$ cat config.mk
export PLATFORM = sky130hd
export DESIGN_NAME = keypad_entry_flat
export DESIGN_NICKNAME = d
export VERILOG_FILES = /design/src/rtl/keypad_entry_if.sv /design/src/rtl/keypad_entry.sv /design/src/flat_wrapper.sv
export SDC_FILE = /design/constraint.sdc
export NUM_CORES = 1
export LEC_CHECK = 0
export ABC_AREA = 1
export CORE_MARGIN = 4
export CORE_UTILIZATION = 48
export DETAILED_ROUTE_END_ITERATION = 8
export GPL_ROUTABILITY_DRIVEN = 0
export GPL_TIMING_DRIVEN = 0
export PLACE_DENSITY = 0.75
export SYNTH_ARGS = -nofsm -noshare
export SYNTH_HDL_FRONTEND = slang
export SYNTH_SLANG_ARGS = --single-unit
$ cat constraint.sdc
create_clock -name clk -period 2.1 [get_ports clk]
set_input_delay 0.315 -clock clk [delete_from_list [all_inputs] [get_ports clk]]
set_output_delay 0.315 -clock clk [all_outputs]
set_load 0.02 [all_outputs]
$ cat src/rtl/keypad_entry_if.sv
// Keypad-side and CPU-side signals of the keypad entry block.
// slave is the keypad_entry view; master is the keypad/CPU view.
interface keypad_entry_if;
    logic [3:0]  row;
    logic [3:0]  col;
    logic        clr;
    logic [31:0] value;
    logic [3:0]  key_code;
    logic        key_valid;
    logic        key_down;

    modport master (output row, clr, input col, value, key_code, key_valid, key_down);
    modport slave  (input row, clr, output col, value, key_code, key_valid, key_down);
endinterface

$ cat src/rtl/keypad_entry.sv
// 4x4 active-low keypad scanner with debounce; accepted keys shift a hex
// digit into a 32-bit entry register.
module keypad_entry #(
    parameter int SCAN_DIV = 1000,
    parameter int DEBOUNCE = 4
) (
    input  logic          clk,
    input  logic          rst,
    keypad_entry_if.slave bus
);
    localparam int DW = $clog2(SCAN_DIV);
    localparam int CW = $clog2(DEBOUNCE + 1);

    typedef enum logic [1:0] {ST_SCAN, ST_DEB, ST_HELD} state_t;

    // Lowest low row index wins when several rows are pressed in one column.
    function automatic logic [1:0] low_row(input logic [3:0] rows);
        if (!rows[0])      return 2'd0;
        else if (!rows[1]) return 2'd1;
        else if (!rows[2]) return 2'd2;
        else               return 2'd3;
    endfunction

    state_t          state, state_n;
    logic [3:0]      row_m, row_s;
    logic [DW-1:0]   div;
    logic            tick;
    logic [1:0]      ci, ci_n;
    logic [1:0]      r, r_n;
    logic [CW-1:0]   cnt, cnt_n;
    logic [CW-1:0]   rcnt, rcnt_n;
    logic [CW-1:0]   rcnt_inc;
    logic            accept;
    logic [3:0]      code;
    logic [31:0]     value;
    logic [3:0]      key_code;
    logic            key_valid;
    logic            key_down;

    assign tick     = (div == DW'(SCAN_DIV - 1));
    assign code     = {r, ci};
    assign rcnt_inc = rcnt + 1'b1;

    always_ff @(posedge clk or posedge rst) begin
        if (rst) begin
            row_m <= 4'hF;
            row_s <= 4'hF;
            div   <= '0;
        end else begin
            row_m <= bus.row;
            row_s <= row_m;
            div   <= tick ? '0 : div + 1'b1;
        end
    end

    always_ff @(posedge clk or posedge rst) begin
        if (rst) begin
            state <= ST_SCAN;
            ci    <= '0;
            r     <= '0;
            cnt   <= '0;
            rcnt  <= '0;
        end else begin
            state <= state_n;
            ci    <= ci_n;
            r     <= r_n;
            cnt   <= cnt_n;
            rcnt  <= rcnt_n;
        end
    end

    // Every decision is taken on tick; between ticks the state holds.
    always_comb begin
        state_n = state;
        ci_n    = ci;
        r_n     = r;
        cnt_n   = cnt;
        rcnt_n  = rcnt;
        accept  = 1'b0;
        if (tick) begin
            unique case (state)
                ST_SCAN: begin
                    if (row_s != 4'hF) begin
                        r_n     = low_row(row_s);
                        cnt_n   = CW'(1);
                        state_n = ST_DEB;
                    end else begin
                        ci_n = ci + 1'b1;
                    end
                end
                ST_DEB: begin
                    if (!row_s[r]) begin
                        if (cnt == CW'(DEBOUNCE)) begin
                            accept  = 1'b1;
                            rcnt_n  = '0;
                            state_n = ST_HELD;
                        end else begin
                            cnt_n = cnt + 1'b1;
                        end
                    end else begin
                        ci_n    = ci + 1'b1;
                        state_n = ST_SCAN;
                    end
                end
                ST_HELD: begin
                    if (row_s[r]) begin
                        if (rcnt_inc == CW'(DEBOUNCE)) begin
                            rcnt_n  = '0;
                            ci_n    = ci + 1'b1;
                            state_n = ST_SCAN;
                        end else begin
                            rcnt_n = rcnt_inc;
                        end
                    end else begin
                        rcnt_n = '0;
                    end
                end
                default: state_n = ST_SCAN;
            endcase
        end
    end

    // Registered outputs; clear wins over the old contents but keeps a new digit.
    always_ff @(posedge clk or posedge rst) begin
        if (rst) begin
            value     <= '0;
            key_code  <= '0;
            key_valid <= 1'b0;
            key_down  <= 1'b0;
        end else begin
            key_valid <= accept;
            key_down  <= (state_n == ST_HELD);
            if (accept) key_code <= code;
            if (bus.clr)     value <= accept ? {28'h0, code} : 32'h0;
            else if (accept) value <= {value[27:0], code};
        end
    end

    assign bus.col       = ~(4'b0001 << ci);
    assign bus.value     = value;
    assign bus.key_code  = key_code;
    assign bus.key_valid = key_valid;
    assign bus.key_down  = key_down;
endmodule

$ cat src/flat_wrapper.sv
// flat-port wrapper written by rule: the top's interface ports become plain ports
module keypad_entry_flat 
#(
    parameter int SCAN_DIV = 1000,
    parameter int DEBOUNCE = 4
)
  (clk, rst, bus_row, bus_clr, bus_col, bus_value, bus_key_code, bus_key_valid, bus_key_down);
  keypad_entry_if bus_i ();
  input  logic clk;
  input  logic rst;
  input wire logic [$bits(bus_i.row)-1:0] bus_row;
  input wire logic [$bits(bus_i.clr)-1:0] bus_clr;
  output wire logic [$bits(bus_i.col)-1:0] bus_col;
  output wire logic [$bits(bus_i.value)-1:0] bus_value;
  output wire logic [$bits(bus_i.key_code)-1:0] bus_key_code;
  output wire logic [$bits(bus_i.key_valid)-1:0] bus_key_valid;
  output wire logic [$bits(bus_i.key_down)-1:0] bus_key_down;
  assign bus_i.row = bus_row;
  assign bus_i.clr = bus_clr;
  assign bus_col = bus_i.col;
  assign bus_value = bus_i.value;
  assign bus_key_code = bus_i.key_code;
  assign bus_key_valid = bus_i.key_valid;
  assign bus_key_down = bus_i.key_down;
  keypad_entry #(.SCAN_DIV(SCAN_DIV), .DEBOUNCE(DEBOUNCE)) u_core (.clk(clk), .rst(rst), .bus(bus_i));
endmodule
# Word level (Yosys, flattened, before mapping)
# Index checks and enable logic that the tools add are counted.
# Widths: inputs -> output; s select.
word_totals:
  register_bits: 68
  output_inout_bits: 42
  inputBits: 7
op_classes:
  n_mux: 34
  magnitude_cmp: 1
  shift: 1
  add_sub_neg: 4
  n_eq_ne: 15
  bitwise_logic: 1
  n_reduce_logical: 9
ops:
  columns: ["operator", "count"]
  rows:
  - ["$mux 32", 2]
  - ["$mux 2", 12]
  - ["$mux 3", 7]
  - ["$pmux 2 s3", 2]
  - ["$pmux 3 s2", 2]
  - ["$add 10x1->10 const B", 1]
  - ["$eq 10x10->1 const B", 1]
  - ["$mux 10", 1]
  - ["$ne 2x1->1 const B", 5]
  - ["$add 3x1->3 const B", 2]
  - ["$eq 3x3->1 const B", 2]
  - ["$mux 1", 6]
  - ["$ne 2x2->1 const B", 3]
  - ["$reduce_and 6->1", 1]
  - ["$reduce_bool 2->1", 3]
  - ["$reduce_and 5->1", 1]
  - ["$eq 2x2->1 const B", 2]
  - ["$mux 4", 1]
  - ["$ne 4x4->1 const B", 1]
  - ["$not 4->4", 1]
  - ["$reduce_and 4->1", 1]
  - ["$shl 1x2->4 const A", 1]
  - ["$lt 2x3->1 const B", 1]
  - ["$reduce_and 3->1", 1]
  - ["other kinds (5)", 5]

# Depth between registers and ports, before layout
# Gate-level depths: netlist of the first run.
logic_depth:
  word_depth: 7
  depth_mapped: 11
  mapped_depth_nobuf: 11

# Least setup slack after synthesis of the first run
# OpenSTA, ideal clock, no wires.
synth_path:
  path_kind: "reg2reg"
  from: "reg u_core.div[0]"
  to: "reg u_core.value[26], in the netlist u_core.bus.value[26]"
  path_stages_with_launch: 10
  path_buffers: 1
  t_arrival_ns: 1.406
  setup_slack_ns: 0.568
  required_ns: 1.974
  period_less_slack_ns: 1.532
  cell_sequence: "dfrtp_1 -> ha_1 -> nand2_1 -> inv_1 -> nand3_1 -> nor2_4 -> nand4_4 -> nand2_4 -> buf_6 -> o21ai_0"
synth_via:
  elab_chain_cells: 3
synth_lines:
  columns: ["element", "line_no", "text"]
  rows:
  - ["from (decl)", "keypad_entry.sv:26", "logic [DW-1:0] div;"]
  - ["from (signal assigned)", "keypad_entry.sv:52", "div <= tick ? '0 : div + 1'b1;"]
  - ["$eq 10x10->1", "keypad_entry.sv:40", "assign tick = (div == DW'(SCAN_DIV - 1));"]
  - ["$mux 1", "keypad_entry.sv:80", "if (tick) begin"]
  - ["$reduce_bool 2->1 (no source line)", null, null]
  - ["to (signal assigned)", "keypad_entry.sv:134", "if (bus.clr) value <= accept ? {28'h0, code} : 32'h0;"]
  - ["to (signal assigned)", "keypad_entry.sv:135", "else if (accept) value <= {value[27:0], code};"]
  - ["to (decl)", "keypad_entry.sv:35", "logic [31:0] value;"]
# Every way passes these cells.
# A chain may end at the register's enable or synchronous reset.

# Worst setup path in the final report of the first run
layout_path:
  from: "reg u_core.ci[0]"
  to: "out bus_col[2]"
layout_via:
  elab_chain_cells: 2
layout_lines:
  columns: ["element", "line_no", "text"]
  rows:
  - ["from (decl)", "keypad_entry.sv:28", "logic [1:0] ci, ci_n;"]
  - ["from (signal assigned)", "keypad_entry.sv:65", "ci <= ci_n;"]
  - ["$shl 1x2->4", "keypad_entry.sv:139", "assign bus.col = ~(4'b0001 << ci);"]
  - ["$not 4->4", "keypad_entry.sv:139", null]
  - ["to (decl)", "flat_wrapper.sv:13", "output wire logic [$bits(bus_i.col)-1:0] bus_col;"]
# Every way passes these cells.

==> reports/summary.txt, run 1 <==
Synth top area share: 46.84%
Top routing layer in use: met4
Most frequent CP cell: inv_1
CTS buffer count: 9
Fillers: 549
Synth Area per Inst: 9.569 sq um
Hold WS: 307.2 ps
Fmax: 0.4974 GHz
Initial Util: 49.91%
Overflow after GRT: 0
Vias/cell: 5.126
Final period utilization: 95.73%
Core ar.: 6422 sq um
Final Slew Violations: 0
Hold Crit Class: primary input to asynchronous set/reset pin
Final number of setup-violating endpoints: 0
Power share of the combinational group: 3.6%
DRT met1 WL: 2855 um
CTS tree: yes
Largest net degree at the start of global routing: 26
Worst r2r dst: u_core.bus.value[26]$_DFFE_PP0P_
Netlist cell types: 34
R2R Setup Slk: 300 ps
Antenna-violating nets left: 0
Power Dens Cells: 585.1 nW/um^2
Relative slew slack: 68.55%
Slowest cell on crit path: clkdlybuf4s50_1
Delay-heaviest family, CP: buffers and inverters
VDD IR max: 375.1 uV
Avg WL per Cell: 13.33 um
Die X: 89.72 um
First-pass GRT wire length: 11120 um
Synthesized flop and latch total: 68
Die height: 89.72 um
Crit path time final: 2010 ps
Number of max-cap violations: 0
Hpwl dp: 4709 um
CP arrival: 1700 ps
WL met2: 3042 um
Diode count: 0
Worst-path cell chain: inv_1, ha_1, inv_1, clkdlybuf4s50_1
Layout cells sized above 1: 16.46%
Most common cell after layout, fill and taps aside: nand2_1
Nets: 416
Mapped Nets: 355
RR Startpoint: u_core.div[0]$_DFF_PP0_
Most frequent cells in the layout: nand2_1, dfrtp_1, clkdlybuf4s50_1
Num ports: 49
CP peak stage delay: 590 ps
Mapped cell area: 3206 sq um
All-layer global routing usage: 17.04%
Row cnt: 29
Syn Inst Count: 335
Worst-Skew Late Latency: 350 ps
Actual slew at the worst max-slew pin: 471.8 ps
Hold Vio Cnt, Final: 0
CP Capture Type: primary output
Initial antenna violation count: 0
Share of power burned in registers: 56.8%
Pre-antenna DRT Iters: 4
1st-iter DRT viols: 71
Port bufs: 48
Clk root buf: clkbuf_8
# hold bufs at CTS: 0
RSZ-0062 raised after global routing: false
Synth area leaders: dfrtp_1, nand2_1, dfstp_2
Power Total: 2335 uW
Leak pwr: 0.001841 uW
Cell-internal power: 1808 uW
H-tree depth: 3
Synth-to-layout area growth: 24.51%
Critical Path Source Type: register
Post-synthesis sequential area ratio: 53.40%
Crit Path Max Fanout: 5
Switching Share: 22.56%
WS Path Type: register to primary output
DRC Markers: 0
Status: finished clean
Vias in the first global route: 2390
DIE AREA: 8050 sq um
CP Data Required Time: 1780 ps
Reg clk slew, reported paths: 70 ps
Sink Count: 68
Metal3 WL: 309 um
Worst clock skew: 10.58 ps
Total wire length: 6372 um
Area leader, netlist: dfrtp_1
Register-to-Register Path Depth: 9
Max clock buf depth: 2
Sw Pwr: 526.9 uW
Warnings, synthesis: 0
Routed via count: 2450
Worst path bufs/invs: 3
Clock power frac: 39.6%
# Post-CTS Setup Buffers: 0
Post-cts sizing count: 0
power by group through the flow:
stage | registers (uW) | logic (uW) | clock network [uW]
final | 1330 | 84.3 | 924
after global placement | 1350 | 75.5 | 0
after detailed placement | 1350 | 86.7 | 0
after CTS | 1330 | 87.2 | 945
after global routing | 1330 | 94.6 | 1020
after floorplan | 1350 | 48.6 | 0
per-stage QoR:
stage	TNS, ps	instances	utilization [%]	cell area, sq um	setup slack (ps)
after global routing	0	478	62.15	3991	15.01
final	0	478	62.15	3991	89.70
after CTS	0	478	62.07	3986	42.73
after global placement	-65450	460	58.89	3782	-1039
after detailed placement	0	462	59.52	3822	255.2
after floorplan	0	335	-	3206	86.73
cell usage after synthesis, drive strengths merged:
| cell type | number |
|---|---|
| dfrtp | 60 |
| nor2 | 20 |
| nor3 | 5 |
| nand4 | 6 |
| nand3 | 26 |
| o22ai | 4 |
| o31ai | 2 |
| dfstp | 8 |
| inv | 50 |
| o21ai | 38 |
| nand3b | 1 |
| clkbuf | 1 |
| buf | 6 |
| nor3b | 1 |
| ha | 13 |
| a21oi | 7 |
| xor2 | 3 |
| xnor2 | 2 |
| nand2 | 80 |
| or2 | 2 |
flip-flops by register name, summed over array words and instances, names as in the netlist:
signal and flops:
u_core.bus.value 32, u_core.div 10, u_core.bus.key_code 4, u_core.row_m 4, u_core.row_s 4, u_core.cnt 3
u_core.rcnt 3, u_core.ci 2, u_core.r 2, u_core.state 2, u_core.bus.key_down 1, u_core.bus.key_valid 1
worst max-delay path by stage:
stage                                          to  cells past startpoint                     start  slack [ps]
2_1_floorplan  u_core.bus.key_code[0]$_DFFE_PP0N_                      1                       rst          90
3_3_place_gp   u_core.bus.key_code[3]$_DFFE_PP0N_                      2                       rst       -1040
3_5_place_dp      u_core.bus.value[9]$_DFFE_PP0P_                      5                   bus_clr         260
4_1_cts                                bus_col[1]                      4  u_core.ci[1]$_DFFE_PP0P_          40
5_1_grt                                bus_col[2]                      4  u_core.ci[0]$_DFFE_PP0P_          20
6_report                               bus_col[2]                      4  u_core.ci[0]$_DFFE_PP0P_          90
cell families (layout without fill, tap and decap cells):
group | after synthesis | after routing | synth area share, %
AO/OA/AOI/OAI | 51 | 51 | 10.23
XOR/XNOR | 5 | 5 | 1.366
adder cells (fa/ha/maj) | 13 | 13 | 5.074
buffers and inverters | 57 | 123 | 7.767
flip-flops | 68 | 68 | 53.40
AND/OR/NAND/NOR | 141 | 141 | 22.17
final cells by class:
class / count / area (sq um) / share of cell area (%)
multi-input cells: 210 / 1245 / 31.19
repair buffers: 50 / 525.5 / 13.17
well taps: 77 / 96.34 / 2.414
clock inverters: 3 / 15.01 / 0.3762
plain buffers: 7 / 61.31 / 1.536
clock buffers: 13 / 148.9 / 3.730
inverters: 50 / 187.7 / 4.702
flip-flops and latches: 68 / 1712 / 42.88
layer usage:
metal	vias to the layer above	track usage, %
met4	0	9.323
met3	16	3.923
met1	1170	21.34
met2	70	27.38
li1	1194	-
met5	-	0
No activity file was read; power rests on OpenSTA's default activity.
==> inputs of run 2 (changes only) <==
--- a/config.mk
+++ b/config.mk
@@ -9,7 +9,6 @@
 export CORE_MARGIN = 4
 export CORE_UTILIZATION = 48
 export DETAILED_ROUTE_END_ITERATION = 8
-export GPL_ROUTABILITY_DRIVEN = 0
 export GPL_TIMING_DRIVEN = 0
 export PLACE_DENSITY = 0.75
 export SYNTH_ARGS = -nofsm -noshare
==> results of run 2 <==
The final DEF is identical to that of run 1; final timing and power are the same.
